File: src/rtl/dcache.sv
// Direct-mapped write-back, write-allocate data cache: 8 blocks of 4 bytes.
// Latency: hits complete in the cycle they are presented (zero stall); misses
//          take at least one write-back (if dirty) and one fetch memory transfer plus one fill cycle.
// Backpressure: BUSYWAIT stalls the CPU until the access hits; MEM_BUSYWAIT
//               holds the cache in WRITEBACK/FETCH.
//
// Ports:
//   CLK, RESET            - single clock, synchronous active-high reset
//   ADDRESS[7:0]          - CPU byte address: tag [7:5], index [4:2], offset [1:0]
//   WRITEDATA, READ, WRITE- CPU store data and request strobes (WRITE wins if both high)
//   READDATA, BUSYWAIT    - load byte (always the indexed block) and CPU stall
//   MEM_READ, MEM_WRITE   - block fetch / write-back requests (decoded from state only)
//   MEM_ADDRESS[5:0]      - block address {tag,index}
//   MEM_WRITEDATA[31:0]   - write-back block, byte n at [8n+7:8n]
//   MEM_READDATA[31:0]    - fetched block, same byte order
//   MEM_BUSYWAIT          - memory busy
module dcache (
    input  logic        CLK,
    input  logic        RESET,
    input  logic [7:0]  ADDRESS,
    input  logic [7:0]  WRITEDATA,
    input  logic        READ,
    input  logic        WRITE,
    output logic [7:0]  READDATA,
    output logic        BUSYWAIT,
    output logic        MEM_READ,
    output logic        MEM_WRITE,
    output logic [5:0]  MEM_ADDRESS,
    output logic [31:0] MEM_WRITEDATA,
    input  logic [31:0] MEM_READDATA,
    input  logic        MEM_BUSYWAIT
);

    typedef enum logic [1:0] {
        IDLE      = 2'd0,
        WRITEBACK = 2'd1,
        FETCH     = 2'd2,
        UPDATE    = 2'd3
    } state_t;

    state_t state, state_nxt;

    // Cache storage, packed so the whole array clears in one reset assignment.
    logic [7:0]        valid_q;
    logic [7:0]        dirty_q;
    logic [7:0][2:0]   tag_q;
    logic [7:0][31:0]  data_q;

    // Block captured when FETCH completes; written into the array in UPDATE.
    logic [31:0]       fill_q;
    // Set once MEM_BUSYWAIT has been sampled high in the current transfer state,
    // so a memory that is slow to raise busy is not mistaken for a finished one.
    logic              seen_busy_q;

    logic [2:0] idx;
    logic [2:0] tag_in;
    logic [4:0] byte_sel;
    logic       hit;
    logic       access;
    logic       xfer_done;

    assign idx      = ADDRESS[4:2];
    assign tag_in   = ADDRESS[7:5];
    assign byte_sel = {ADDRESS[1:0], 3'b000};
    assign hit      = valid_q[idx] && (tag_q[idx] == tag_in);
    assign access   = READ || WRITE;
    assign xfer_done = seen_busy_q && !MEM_BUSYWAIT;

    // Load path reads the indexed block regardless of hit; the CPU only
    // consumes it once BUSYWAIT drops.
    assign READDATA = data_q[idx][byte_sel +: 8];
    assign BUSYWAIT = access && !((state == IDLE) && hit);

    // Next-state and Moore memory-side outputs.
    always_comb begin
        state_nxt     = state;
        MEM_READ      = 1'b0;
        MEM_WRITE     = 1'b0;
        MEM_ADDRESS   = 6'd0;
        MEM_WRITEDATA = 32'd0;
        case (state)
            IDLE: begin
                if (access && !hit) begin
                    if (valid_q[idx] && dirty_q[idx]) begin
                        state_nxt = WRITEBACK;
                    end else begin
                        state_nxt = FETCH;
                    end
                end
            end
            WRITEBACK: begin
                MEM_WRITE     = 1'b1;
                MEM_ADDRESS   = {tag_q[idx], idx};
                MEM_WRITEDATA = data_q[idx];
                if (xfer_done) begin
                    state_nxt = FETCH;
                end
            end
            FETCH: begin
                MEM_READ    = 1'b1;
                MEM_ADDRESS = ADDRESS[7:2];
                if (xfer_done) begin
                    state_nxt = UPDATE;
                end
            end
            UPDATE: begin
                state_nxt = IDLE;
            end
            default: begin
                state_nxt = IDLE;
            end
        endcase
    end

    // State register and cache arrays; reset wins over every other update.
    always_ff @(posedge CLK) begin
        if (RESET) begin
            state       <= IDLE;
            seen_busy_q <= 1'b0;
            valid_q     <= '0;
            dirty_q     <= '0;
            tag_q       <= '0;
            data_q      <= '0;
            fill_q      <= '0;
        end else begin
            state <= state_nxt;

            if (state_nxt != state) begin
                seen_busy_q <= 1'b0;
            end else if (((state == WRITEBACK) || (state == FETCH)) && MEM_BUSYWAIT) begin
                seen_busy_q <= 1'b1;
            end

            // Store hit: WRITE covers the READ+WRITE case as a store.
            if ((state == IDLE) && WRITE && hit) begin
                data_q[idx][byte_sel +: 8] <= WRITEDATA;
                dirty_q[idx]               <= 1'b1;
            end

            if ((state == FETCH) && xfer_done) begin
                fill_q <= MEM_READDATA;
            end

            if (state == UPDATE) begin
                data_q[idx]  <= fill_q;
                tag_q[idx]   <= tag_in;
                valid_q[idx] <= 1'b1;
                dirty_q[idx] <= 1'b0;
            end
        end
    end

endmodule

File: config.mk
export PLATFORM = sky130hd
export DESIGN_NAME = dcache
export DESIGN_NICKNAME = d
export VERILOG_FILES = /design/src/rtl/dcache.sv
export SDC_FILE = /design/constraint.sdc
export NUM_CORES = 1
export LEC_CHECK = 0
export CORE_ASPECT_RATIO = 0.75
export CORE_MARGIN = 5
export CORE_UTILIZATION = 35
export CTS_CLUSTER_SIZE = 24
export DETAILED_ROUTE_END_ITERATION = 7
export GPL_ROUTABILITY_DRIVEN = 0
export HOLD_SLACK_MARGIN = 0.15
export SLEW_MARGIN = 20
export SYNTH_ARGS = -nofsm -noshare
export SYNTH_HDL_FRONTEND = slang
export SYNTH_SLANG_ARGS = --single-unit
File: constraint.sdc
create_clock -name CLK -period 7.9 [get_ports CLK]
set_input_delay 1.58 -clock CLK [delete_from_list [all_inputs] [get_ports CLK]]
set_output_delay 1.58 -clock CLK [all_outputs]
set_load 0.05 [all_outputs]
==> results of run 1 <==
==> flip-flops by register name, indices dropped and copies added, names as in the netlist, named ones only <==
signal,flops
data_q,256
dirty_q,2
fill_q,32
seen_busy_q,1
state,2
tag_q,24
valid_q,8
==> final cells by class <==
type                            count  area, µm²
Antenna cell                        1       2.50
Clock buffer                       54       1090
Clock inverter                      8       60.1
Fill cell                        5236      31700
Inverter                            6       22.5
Multi-Input combinational cell   1718      10900
Sequential cell                   331       6630
Tap cell                          712        891
Timing Repair Buffer              138       1390
==> critical path, cell delays in order <==
cell             delay, ns
clkdlybuf4s50_1       0.61
nor2b_1               0.37
and2_2                0.79
buf_4                 0.39
a22oi_1               0.13
nand4_1               0.36
mux4_2                0.39
clkdlybuf4s50_1       0.83
==> power by group <==
| group | internal (mW) | total (mW) | leakage (nW) | switching, mW |
|---|---|---|---|---|
| Clock | 0.953 | 1.69 | 0.564 | 0.737 |
| Combinational | 0.211 | 0.663 | 4.15 | 0.451 |
| Sequential | 1.70 | 1.73 | 2.67 | 0.0297 |
| Total | 2.87 | 4.08 | 7.38 | 1.22 |
==> kinds of logic after synthesis <==
family,synth area share
flip-flops,0.357
AND/OR/NAND/NOR,0.321
buffers and inverters,0.0613
multiplexers,0.0539
adder cells (fa/ha/maj),0.00607
XOR/XNOR,0.00182
AO/OA/AOI/OAI,0.199
==> final timing paths <==
kind	from	endpoint	slack, ns	cells after the start
hold reg to reg	fill_q[11]	fill_q[11]	0.45	2
hold / removal	fill_q[11]	fill_q[11]	0.45	2
setup / recovery	ADDRESS[4]	READDATA[0]	0.82	8
setup reg to reg	tag_q[11]	data_q[4]	4.46	9
==> per-layer routing <==
| metal | up-vias | global-route usage | part of all wire |
|---|---|---|---|
| li1 | 8467 | - | - |
| met1 | 8942 | 0.340 | 0.45 |
| met2 | 959 | 0.320 | 0.41 |
| met3 | 108 | 0.0571 | 0.12 |
| met4 | 2 | 0.0582 | 0.019 |
| met5 | - | 0 | 0.00019 |
==> stage by stage <==
stage / cell area [µm²] / total power [mW] / utilization / setup WS (ns) / cells
after floorplan: 18600 / 2.21 / - / 1.70 / 2330
after global placement: 19800 / 2.40 / 0.376 / 1.05 / 2904
after detailed placement: 19800 / 2.41 / 0.376 / 0.986 / 2904
after CTS: 21000 / 4.09 / 0.398 / 0.959 / 2966
after global routing: 21000 / 4.21 / 0.398 / 0.735 / 2967
final: 21000 / 4.08 / 0.398 / 0.824 / 2968
==> layout by cell type (no fill, tap or decap), drive strengths merged, types with 3 or more instances in the layout <==
cell           netlist  routed
mux2i               77      77
inv                  6       7
nor3               139     139
and2                44      44
clkinv               0       5
or3                  4       4
nand2b               3       3
nor4               140     140
o21a                 4       4
nand3               38      38
dfxtp              331     331
and3                13      13
nor2               309     309
nand3b               4       4
o311a               24      24
nand4               21      21
a21oi              222     222
a211oi              91      91
clkdlybuf4s50        0      99
o21ai               17      17
xnor2                3       3
a22o                10      10
nor2b               42      42
mux4                 9       9
a221o               42      42
a221oi               9       9
clkbuf             218      54
and4b              128     128
buf                 57      39
ha                   9       9
a22oi              114     114
nand2              181     181
nor4b                4       4
==> reports/qor.yml, run 1 <==
insertion_delay_ns: 0.55
fp-row-count: 73
ios: 102
grt_pass1_wl_um: 104000
track_usage: 0.226
start_util: 0.352
path_clk_slew_ns: 0.06
wire_per_inst_um: 23.1
p_leak_nw: 7.38
avgSynthCellArea_um2: 7.96
synth_cells: 2330
finalSetupViolCount: 0
nets: 2292
timing.fmax_ghz: 0.141
area_delta_synth_final_pct: 13.0
cp.arrival_ns: 5.50
antenna_left: 0
synth_most_common_cell: "dfxtp_1"
maxSlewViolCount: 0
drc: 0
skew_ns: 0.0304
worstMarginPinSlew_ns: 1.12
synth-seq-area-share: 0.357
cts_buffer_depth: 3
synth-edff-count: 0
htreeDepth: 2
ctsResizeCount: 0
min_path_type: "reg -> reg"
timing.setup.tns_ns: 0
grt_antenna_before_repair: 4
rsz0062_at_grt: "no"
port_buffers: 101
clock-sinks: 331
hold_viol: 0
relSlewSlack: 0.255
first_pass_iters: 6
grt-ovfl-total: 0
fp.dieW_um: 276
synthTopCellsByArea: "dfxtp_1, and4b_1, nor2_1, a21oi_1, a22oi_1"
synth-main-ff-cell: "dfxtp_1"
end_kind: "output pin"
grt_pass1_vias: 17360
numCtsBuffers: 35
ys_async_sr_fraction: 0
vias: 18478
die_h_um: 209
cap_violations: 0
period_share: 0.896
period_needed_ns: 7.08
cp_max_fo: 35
ys_warn_count: 0
cp-start-kind: "input port"
synth_area_um2: 18600
yosysTopAreaCell: "dfxtp_1"
holdWs_ns: 0.454
yosysTopAreaCellShare: 0.357
root_buffer: "clkbuf_16"
powerDensity_nw_per_um2: 195
dr.first_iter.drc_count: 2419
core-area_um2: 52700
syn-num-nets: 2392
ys_top_cells_by_count: "dfxtp_1, nor2_1, a21oi_1, clkbuf_1, nand2_1"
crit_required_ns: 6.32
crit_type: "in -> out"
post_cts_buffers: 0
irDropWorstVdd_v: 0.000116
cts_tree: "built"
die_area_um2: 57800
synth_seq_cells: 331
drive_above_1_share: 0.0634
routed_via_density: 6.23
status: "complete, no violations"
synth_cell_types: 56
grt_max_degree: 247
drt-total-wl_um: 68400
cts_hold_buffers: 0
hpwl_um: 41800
Power figures use the tool's default switching activity.
==> inputs of run 2 (changes only) <==
Settings changed: CAP_MARGIN from default to 15.
==> results of run 2 <==
Final layout, timing and power as in run 1 (identical DEF).
